==> src/rtl/vga_pkg.sv <==
// rtl/vga_pkg.sv - default 640x480@60 timing, reader state encoding and RGB444 layout
package vga_pkg;

  localparam int CNT_W = 10;

  localparam int H_VIS  = 640;
  localparam int H_FP   = 16;
  localparam int H_SYNC = 96;
  localparam int H_BP   = 48;
  localparam int V_VIS  = 480;
  localparam int V_FP   = 10;
  localparam int V_SYNC = 2;
  localparam int V_BP   = 33;

  localparam int H_TOTAL      = H_VIS + H_FP + H_SYNC + H_BP;
  localparam int V_TOTAL      = V_VIS + V_FP + V_SYNC + V_BP;
  localparam int H_SYNC_START = H_VIS + H_FP;
  localparam int H_SYNC_END   = H_SYNC_START + H_SYNC - 1;
  localparam int V_SYNC_START = V_VIS + V_FP;
  localparam int V_SYNC_END   = V_SYNC_START + V_SYNC - 1;

  localparam int CH_W  = 4;
  localparam int R_LSB = 8;
  localparam int G_LSB = 4;
  localparam int B_LSB = 0;

  typedef enum logic [1:0] {
    ST_WAIT  = 2'd0,
    ST_ARMED = 2'd1,
    ST_SHOW  = 2'd2
  } state_t;

endpackage

==> src/rtl/vga_timing_gen.sv <==
// rtl/vga_timing_gen.sv - raster counters with raw sync, visible and frame-start flags
module vga_timing_gen
  import vga_pkg::*;
#(
  parameter int H_VIS        = vga_pkg::H_VIS,
  parameter int H_SYNC_START = vga_pkg::H_SYNC_START,
  parameter int H_SYNC_END   = vga_pkg::H_SYNC_END,
  parameter int H_TOTAL      = vga_pkg::H_TOTAL,
  parameter int V_VIS        = vga_pkg::V_VIS,
  parameter int V_SYNC_START = vga_pkg::V_SYNC_START,
  parameter int V_SYNC_END   = vga_pkg::V_SYNC_END,
  parameter int V_TOTAL      = vga_pkg::V_TOTAL
) (
  input  logic             clk_p,
  input  logic             rst_n,
  input  logic             pix_ce,
  output logic [CNT_W-1:0] h_cnt,
  output logic [CNT_W-1:0] v_cnt,
  output logic             hs_raw,
  output logic             vs_raw,
  output logic             visible,
  output logic             frame_start
);

  localparam logic [CNT_W-1:0] H_LAST = CNT_W'(H_TOTAL - 1);
  localparam logic [CNT_W-1:0] V_LAST = CNT_W'(V_TOTAL - 1);
  localparam logic [CNT_W-1:0] H_VIS_C = CNT_W'(H_VIS);
  localparam logic [CNT_W-1:0] V_VIS_C = CNT_W'(V_VIS);
  localparam logic [CNT_W-1:0] H_SS = CNT_W'(H_SYNC_START);
  localparam logic [CNT_W-1:0] H_SE = CNT_W'(H_SYNC_END);
  localparam logic [CNT_W-1:0] V_SS = CNT_W'(V_SYNC_START);
  localparam logic [CNT_W-1:0] V_SE = CNT_W'(V_SYNC_END);

  always_ff @(posedge clk_p or negedge rst_n) begin
    if (!rst_n) begin
      h_cnt <= '0;
      v_cnt <= '0;
    end else if (pix_ce) begin
      if (h_cnt == H_LAST) begin
        h_cnt <= '0;
        v_cnt <= (v_cnt == V_LAST) ? '0 : v_cnt + CNT_W'(1);
      end else begin
        h_cnt <= h_cnt + CNT_W'(1);
      end
    end
  end

  assign hs_raw      = (h_cnt >= H_SS) && (h_cnt <= H_SE);
  assign vs_raw      = (v_cnt >= V_SS) && (v_cnt <= V_SE);
  assign visible     = (h_cnt < H_VIS_C) && (v_cnt < V_VIS_C);
  assign frame_start = (h_cnt == H_LAST) && (v_cnt == V_LAST);

endmodule

==> src/rtl/vga_frame_reader.sv <==
// rtl/vga_frame_reader.sv - scans the frame buffer in raster order and drives a VGA monitor
module vga_frame_reader
  import vga_pkg::*;
#(
  parameter int DATA_WIDTH = 12,
  parameter int ADDR_WIDTH = 19,
  parameter int IMG_W      = 400,
  parameter int IMG_H      = 300,
  parameter int X_OFF      = 120,
  parameter int Y_OFF      = 90,
  parameter int H_VIS      = vga_pkg::H_VIS,
  parameter int H_FP       = vga_pkg::H_FP,
  parameter int H_SYNC     = vga_pkg::H_SYNC,
  parameter int H_BP       = vga_pkg::H_BP,
  parameter int V_VIS      = vga_pkg::V_VIS,
  parameter int V_FP       = vga_pkg::V_FP,
  parameter int V_SYNC     = vga_pkg::V_SYNC,
  parameter int V_BP       = vga_pkg::V_BP
) (
  input  logic                  clk_p,
  input  logic                  rst_n,
  input  logic                  pix_ce,
  input  logic                  frame_ready,
  output logic [ADDR_WIDTH-1:0] r_addr,
  input  logic [DATA_WIDTH-1:0] r_data,
  output logic [3:0]            vga_r,
  output logic [3:0]            vga_g,
  output logic [3:0]            vga_b,
  output logic                  vga_hs,
  output logic                  vga_vs,
  output logic                  frame_done
);

  localparam logic [CNT_W-1:0] X_LO = CNT_W'(X_OFF);
  localparam logic [CNT_W-1:0] X_HI = CNT_W'(X_OFF + IMG_W);
  localparam logic [CNT_W-1:0] Y_LO = CNT_W'(Y_OFF);
  localparam logic [CNT_W-1:0] Y_HI = CNT_W'(Y_OFF + IMG_H);
  localparam logic [ADDR_WIDTH-1:0] LAST_ADDR = ADDR_WIDTH'(IMG_W * IMG_H - 1);

  logic [CNT_W-1:0] h_cnt, v_cnt;
  logic hs_raw, vs_raw, visible, frame_start;

  vga_timing_gen #(
    .H_VIS       (H_VIS),
    .H_SYNC_START(H_VIS + H_FP),
    .H_SYNC_END  (H_VIS + H_FP + H_SYNC - 1),
    .H_TOTAL     (H_VIS + H_FP + H_SYNC + H_BP),
    .V_VIS       (V_VIS),
    .V_SYNC_START(V_VIS + V_FP),
    .V_SYNC_END  (V_VIS + V_FP + V_SYNC - 1),
    .V_TOTAL     (V_VIS + V_FP + V_SYNC + V_BP)
  ) u_timing (
    .clk_p      (clk_p),
    .rst_n      (rst_n),
    .pix_ce     (pix_ce),
    .h_cnt      (h_cnt),
    .v_cnt      (v_cnt),
    .hs_raw     (hs_raw),
    .vs_raw     (vs_raw),
    .visible    (visible),
    .frame_start(frame_start)
  );

  logic in_img, img_first, show;
  assign in_img    = visible && (h_cnt >= X_LO) && (h_cnt < X_HI) &&
                     (v_cnt >= Y_LO) && (v_cnt < Y_HI);
  assign img_first = in_img && (h_cnt == X_LO) && (v_cnt == Y_LO);

  state_t state, state_nx;
  assign show = (state == ST_SHOW);

  always_ff @(posedge clk_p or negedge rst_n) begin
    if (!rst_n) state <= ST_WAIT;
    else        state <= state_nx;
  end

  always_comb begin
    state_nx = state;
    case (state)
      ST_WAIT:  if (frame_ready) state_nx = ST_ARMED;
      ST_ARMED: begin
        if (!frame_ready)              state_nx = ST_WAIT;
        else if (pix_ce && frame_start) state_nx = ST_SHOW;
      end
      ST_SHOW:  if (!frame_ready) state_nx = ST_WAIT;
      default:  state_nx = ST_WAIT;
    endcase
  end

  // Stage 1: address of the pixel whose flags are registered alongside it.
  logic img1, hs1, vs1;

  always_ff @(posedge clk_p or negedge rst_n) begin
    if (!rst_n) begin
      img1   <= 1'b0;
      hs1    <= 1'b0;
      vs1    <= 1'b0;
      r_addr <= '0;
    end else if (pix_ce) begin
      img1 <= in_img && show;
      hs1  <= hs_raw;
      vs1  <= vs_raw;
      if (frame_start || !show || img_first) begin
        r_addr <= '0;
      end else if (in_img && (r_addr != LAST_ADDR)) begin
        r_addr <= r_addr + ADDR_WIDTH'(1);
      end
    end
  end

  // Stage 2: memory data has settled by the next pix_ce, capture it with sync.
  always_ff @(posedge clk_p or negedge rst_n) begin
    if (!rst_n) begin
      vga_r      <= '0;
      vga_g      <= '0;
      vga_b      <= '0;
      vga_hs     <= 1'b1;
      vga_vs     <= 1'b1;
      frame_done <= 1'b0;
    end else begin
      frame_done <= pix_ce && show && img1 && (r_addr == LAST_ADDR);
      if (pix_ce) begin
        vga_hs <= ~hs1;
        vga_vs <= ~vs1;
        if (show && img1) begin
          vga_r <= r_data[R_LSB +: CH_W];
          vga_g <= r_data[G_LSB +: CH_W];
          vga_b <= r_data[B_LSB +: CH_W];
        end else begin
          vga_r <= '0;
          vga_g <= '0;
          vga_b <= '0;
        end
      end
    end
  end

endmodule

==> config.mk <==
export PLATFORM = sky130hd
export DESIGN_NAME = vga_frame_reader
export DESIGN_NICKNAME = d
export VERILOG_FILES = /design/src/rtl/vga_pkg.sv /design/src/rtl/vga_timing_gen.sv /design/src/rtl/vga_frame_reader.sv
export SDC_FILE = /design/constraint.sdc
export NUM_CORES = 1
export LEC_CHECK = 0
export ABC_AREA = 1
export BUFFER_PORTS_ARGS = -buffer_cell sky130_fd_sc_hd__buf_2
export CAP_MARGIN = 20
export CELL_PAD_IN_SITES_DETAIL_PLACEMENT = 0
export CELL_PAD_IN_SITES_GLOBAL_PLACEMENT = 1
export CORE_MARGIN = 5
export CORE_UTILIZATION = 38
export DETAILED_ROUTE_END_ITERATION = 6
export PLACE_DENSITY = 0.73
export SLEW_MARGIN = 10
export SYNTH_ARGS = -nofsm -noshare
export SYNTH_HDL_FRONTEND = slang
export SYNTH_HIERARCHICAL = 1
export SYNTH_SLANG_ARGS = --single-unit
==> constraint.sdc <==
create_clock -name clk_p -period 1.9 [get_ports clk_p]
set_clock_uncertainty 0.05 [all_clocks]
set_input_delay 0.095 -clock clk_p [delete_from_list [all_inputs] [get_ports clk_p]]
set_output_delay 0.095 -clock clk_p [all_outputs]
set_load 0.05 [all_outputs]
* Word level (Yosys, flattened, before mapping)
Index checks and enable logic that the tools add are counted.
Storage, ports and cells: flip-flop bits (word level) 59, input bits 16, output and inout bits 34, logic and storage cells 76
Operators by class: add/subtract/negate cells 3, magnitude comparators 10, eq/ne operators 11, muxes and demuxes 12, bitwise logic cells 2, reduce and logical (&&, ||, !) cells 25
Operator list (number):
- 19-bit two-way mux | 2
- 10-bit by 1-bit adder with 10-bit output (second input constant) | 2
- 10-bit equality test (second input constant) | 2
- 10-bit by 7-bit equality test with 1-bit output (second input constant) | 2
- 10-bit by 7-bit greater-or-equal comparator with 1-bit output (second input constant) | 2
- 10-bit less-than comparator (second input constant) | 2
- 10-bit by 9-bit less-than comparator with 1-bit output (second input constant) | 2
- 10-bit two-way mux | 2
- 19-bit by 1-bit adder with 19-bit output (second input constant) | 1
- 19-bit by 17-bit equality test with 1-bit output (second input constant) | 1
- 19-bit by 17-bit != test with 1-bit output (second input constant) | 1
- 1-bit logical AND | 17
- 4-bit two-way mux | 3
- 10-bit greater-or-equal comparator (second input constant) | 1
- 10-bit by 9-bit greater-or-equal comparator with 1-bit output (second input constant) | 1
- 10-bit less-or-equal comparator (second input constant) | 1
- 10-bit by 9-bit less-or-equal comparator with 1-bit output (second input constant) | 1
- 2-bit two-way mux | 4
- 2-bit one-hot mux with 3 select lines | 1
- 2-bit != test (second input constant) | 2
- 2-bit AND reduction | 2
- 3-bit != test (second input constant) | 1
- 3-bit AND reduction | 1
- 2-bit by 1-bit equality test with 1-bit output (second input constant) | 1
- other kinds (6) | 8

* Depth between registers and ports, before layout
depth in word-level cells 11, mapped depth 14, gate-level depth less buffers 13

* Cells and area by module
The synthesis kept the hierarchy.
By module, submodules not included:
- vga_frame_reader | instances 1, cells each 325, area each 2379.8 µm², seq. area each 978.4 µm²
- vga_timing_gen | instances 1, cells each 183, area each 1382.6 µm², seq. area each 500.5 µm²

* Worst setup path after synthesis
OpenSTA, ideal clock, no wires.
path kind register to register, start point register r_addr[0], end point register r_addr[0], setup time 0.118 ns, arrival time 1.959 ns, required time 1.732 ns, path slack -0.227 ns, cell stages (with the launch flop) 12, path buffers 1, period minus slack after synthesis 2.127 ns, cells stage by stage dfrtp_1 > ha_1 > nand2_1 > nor2_4 > nand2_2 > inv_2 > nand3_2 > nand4_4 > nand2_4 > buf_6 > nand2_1 > nand2_1
Between the ends: cells in the longest elaborated chain, start to end 4, elaborated cells between the ends (all ways) 7, those cells by class add/sub: 1; eq/ne: 1; mux: 2; reduce/logical: 3
RTL lines:
- from (decl) | RTL line vga_frame_reader.sv:24 | output logic [ADDR_WIDTH-1:0] r_addr,
- from (signal assigned) | RTL line vga_frame_reader.sv:106 | r_addr <= r_addr + ADDR_WIDTH'(1);
- parallel branches: the longest is 4 deep, another holds 19-bit by 1-bit adder with 19-bit output
Parallel ways; which one is timed is not known. The select of a mux whose other input is x is not followed. A chain may end at the register's enable or synchronous reset.

* Worst setup path after layout
start point register u_timing.h_cnt[5], end point register r_addr[3]
Between the ends: elaborated cells between the ends (all ways) 19, those cells by class order compare: 3; eq/ne: 2; mux: 1; reduce/logical: 13
RTL lines:
- from (decl) | RTL line vga_timing_gen.sv:17 | output logic [CNT_W-1:0] h_cnt,
- from (signal assigned) | RTL line vga_timing_gen.sv:43 | h_cnt <= h_cnt + CNT_W'(1);
- 10-bit equality test * | RTL line vga_timing_gen.sv:51 | assign frame_start = (h_cnt == H_LAST) && (v_cnt == V_LAST);
- 1-bit logical AND * | RTL line vga_timing_gen.sv:51
- net frame_start | RTL line vga_frame_reader.sv:41 | logic hs_raw, vs_raw, visible, frame_start;
- 1-bit logical OR * (2 in a row) | RTL line vga_frame_reader.sv:103 | if (frame_start || !show || img_first) begin
- 2-bit nonzero test (no source line)
- 2-bit AND reduction (no source line)
The timed path passes the listed nets; every way through them passes the cells marked *.

==> results.sh <==
export IMPL_status="finished, final reports clean"
export IMPL_layout_cells_most_common="nand2_1"
export IMPL_power_density_nw_per_um2=663
export IMPL_h_tree_depth=3
export IMPL_grt_pass1_wl_microns=16700
export IMPL_dpl_hpwl_microns=7000
export IMPL_die_w_microns=110
export IMPL_hp_class="in2reg"
export IMPL_synth_cell_types=34
export IMPL_setup_viol=0
export IMPL_synth_top_family_by_area="simple AND/OR/NAND/NOR gates"
export IMPL_muxShareOfSynthArea_pct=0
export IMPL_worstPathMaxFanout=5
export IMPL_coreArea_sq_um=9730
export IMPL_clk_latency_ps=350
export IMPL_ys_seq_area_share_pct=39.3
export IMPL_synth_warnings=6
export IMPL_ir_drop_mv=0.543
export IMPL_clkTransAtPathRegs_ps=80
export IMPL_ys_flop_type="dfrtp_1"
export IMPL_cts_tree="done"
export IMPL_grt_pass1_vias=3589
export IMPL_cp_arrival_ps=2030
export IMPL_async_flop_share_pct=100
export IMPL_synth_xor_area_share_pct=4.66
export IMPL_synth_cell_area_sq_um=3760
export IMPL_synthSimpleGateAreaFrac_pct=39.4
export IMPL_synth_area_per_cell_sq_um=7.41
export IMPL_dieArea_sq_um=12000
export IMPL_viasPerCell=4.69
export IMPL_period_share_pct=96.8
export IMPL_core_rowCount=36
export IMPL_start_util_pct=38.7
export IMPL_overflow=0
export IMPL_final_antenna_net_count=0
export IMPL_routedWlPerCell_microns=12.5
export IMPL_p_leak_nw=2.46
export IMPL_fmax_mhz=544
export IMPL_slew_violations=0
export IMPL_area_growth_synth_to_final_pct=31.9
export IMPL_synth_edf_count=0
export IMPL_num_vias=3580
export IMPL_worstPathRequired_ps=2090
export IMPL_gp_congestion=0.824
export IMPL_io_pins=50
export IMPL_drive_gt1_share_pct=30.3
export IMPL_drt_pass1_iterations=4
export IMPL_max_slew_margin_pct=58.9
export IMPL_maxCapViolations=0
export IMPL_period_needed_ps=1840
export IMPL_fin_nets=648
export IMPL_synth_compound_area_share_pct=5.52
export IMPL_worstMarginPinSlew_ps=617
export IMPL_hold_violations=0
export IMPL_syn_nets=530
export IMPL_yosys_register_bits=59
export IMPL_rsz0062_at_grt="true"
export IMPL_wirelength_microns=9540
export IMPL_clock_sinks=59
export IMPL_antenna_cells=0
export IMPL_drtIter0Drc=119
export IMPL_cts_made_buffers=9
export IMPL_worst_hold_slack_ps=89.0
export IMPL_final_cell_mix="nand2_1, nor2_1, inv_1"
export IMPL_grt_max_degree=36
export IMPL_grt_usage_pct=17.8
export IMPL_antenna_found_initial=0
export IMPL_root_buffer="clkbuf_8"
export IMPL_synthCells=508
export IMPL_start_kind="register"
export IMPL_critPathKind="reg2reg"
export IMPL_worst_setup_path_end_kind="register"
export IMPL_design_power_total_w=0.00329
export IMPL_drcViolationCount=0
export IMPL_die_h_microns=110
export IMPL_synth_fa_ha_area_share_pct=2.00
export IMPL_io_buffers=49
export IMPL_clockBufferDepth=2
==> kinds of logic (layout without fill, tap and decap cells) <==
logic type                 Yosys count  count (layout)
and+or+nand+nor                    310             310
buffers and inverters               78             201
AOI/OAI and AO/OA                   35              35
adders and majority gates            6               6
xor gates and xnor gates            20              20
DFF                                 59              59
==> power by group <==
| group | internal [W] | total, W | switching (W) |
|---|---|---|---|
| combinational | 0.000333 | 0.000751 | 0.000418 |
| clock | 0.000519 | 0.00109 | 0.000571 |
| sequential | 0.00135 | 0.00145 | 0.0000938 |
==> flip-flops by register name (all words and copies together) (netlist names) <==
register / flops
vs1: 1
frame_done: 1
vga_g: 4
r_addr: 19
vga_r: 4
state: 2
img1: 1
u_timing/v_cnt: 10
u_timing/h_cnt: 10
vga_b: 4
hs1: 1
vga_hs: 1
vga_vs: 1
==> metal layers <==
metal,share of wire (%),up-vias,track usage [%]
li1,-,1837,-
met4,2.3,0,7.93
met1,47,1652,23.2
met3,3.7,21,3.29
met2,47,70,28.7
met5,0,-,0
==> Yosys cell counts, types with 2 or more instances <==
| library cell | instances | area share (%) |
|---|---|---|
| nand2_2 | 11 | 1.8 |
| nor2_1 | 72 | 7.2 |
| o21bai_1 | 4 | 0.80 |
| inv_2 | 2 | 0.20 |
| clkbuf_1 | 2 | 0.20 |
| nand3_2 | 12 | 3.2 |
| o21ai_1 | 4 | 0.53 |
| o21ai_0 | 19 | 2.5 |
| o21ai_2 | 5 | 1.2 |
| nor2_4 | 4 | 1.2 |
| xor2_1 | 15 | 3.5 |
| inv_1 | 64 | 6.4 |
| nand4_2 | 2 | 0.67 |
| buf_4 | 2 | 0.40 |
| ha_1 | 6 | 2.0 |
| nand2_4 | 3 | 0.90 |
| nand4_4 | 2 | 1.1 |
| clkinv_1 | 2 | 0.20 |
| dfrtp_1 | 57 | 38 |
| nand4_1 | 10 | 1.7 |
| nand3_1 | 36 | 4.8 |
| xnor2_1 | 5 | 1.2 |
| nor2_2 | 5 | 0.83 |
| dfstp_2 | 2 | 1.4 |
| nand2_1 | 144 | 14 |
| buf_6 | 4 | 1.2 |
| a21oi_1 | 2 | 0.27 |
| nor3_1 | 6 | 0.80 |
==> critical path, cell delays in order (launching register included) <==
cell     delay (ps)
dfrtp_1         390
nor2_2          140
inv_2            60
nor3_2          170
nand3_1         110
nor3_2          260
nor3_2           90
nand2_4         110
nand2_8          80
buf_4           150
nand3_1          60
nand2_1          60
==> what timing repair did <==
item	CTS	global route
hold buffers	14	0
endpoints found under the setup margin	6	19
hold endpoints to repair	37	0
resized for setup	1	24
setup buffers	0	11
pin swaps	0	12
==> path summary, 6_finish.rpt <==
path,cells after the start,slack [ps],end,startpoint
worst max-delay path,11,60,r_addr[3]$_DFFE_PN0P_,u_timing/h_cnt[5]$_DFFE_PN0P_
worst min register to register,1,380,vga_hs$_DFFE_PN1P_,hs1$_DFFE_PN0P_
min in group asynchronous,2,230,vga_r[1]$_DFFE_PN0P_,rst_n
worst max register to register,11,60,r_addr[3]$_DFFE_PN0P_,u_timing/h_cnt[5]$_DFFE_PN0P_
worst min-delay path,3,90,hs1$_DFFE_PN0P_,pix_ce
max in group asynchronous,3,900,vga_vs$_DFFE_PN1P_,rst_n
==> metrics by stage <==
| stage | utilization, % | setup WS (ps) | area, sq um | cells | TNS (ps) |
|---|---|---|---|---|---|
| 5_1_grt | 51.0 | -118 | 4960 | 764 | -1840 |
| 3_3_place_gp | 45.9 | 68.0 | 4460 | 723 | 0 |
| 3_5_place_dp | 45.9 | 20.4 | 4460 | 723 | 0 |
| 2_1_floorplan | - | 1.26 | 3780 | 508 | 0 |
| 6_report | 51.0 | 60.6 | 4960 | 764 | 0 |
| 4_1_cts | 49.3 | 35.3 | 4790 | 753 | 0 |
==> final cells by class <==
cell class	count	area, sq um
timing repair buffer	117	845
clock buffer	10	138
fill	985	4770
sequential	59	1490
clock inverter	6	47.5
tap	133	166
multi-input combinational	371	2020
inverter	68	255
(Power assumes the default switching activity.)
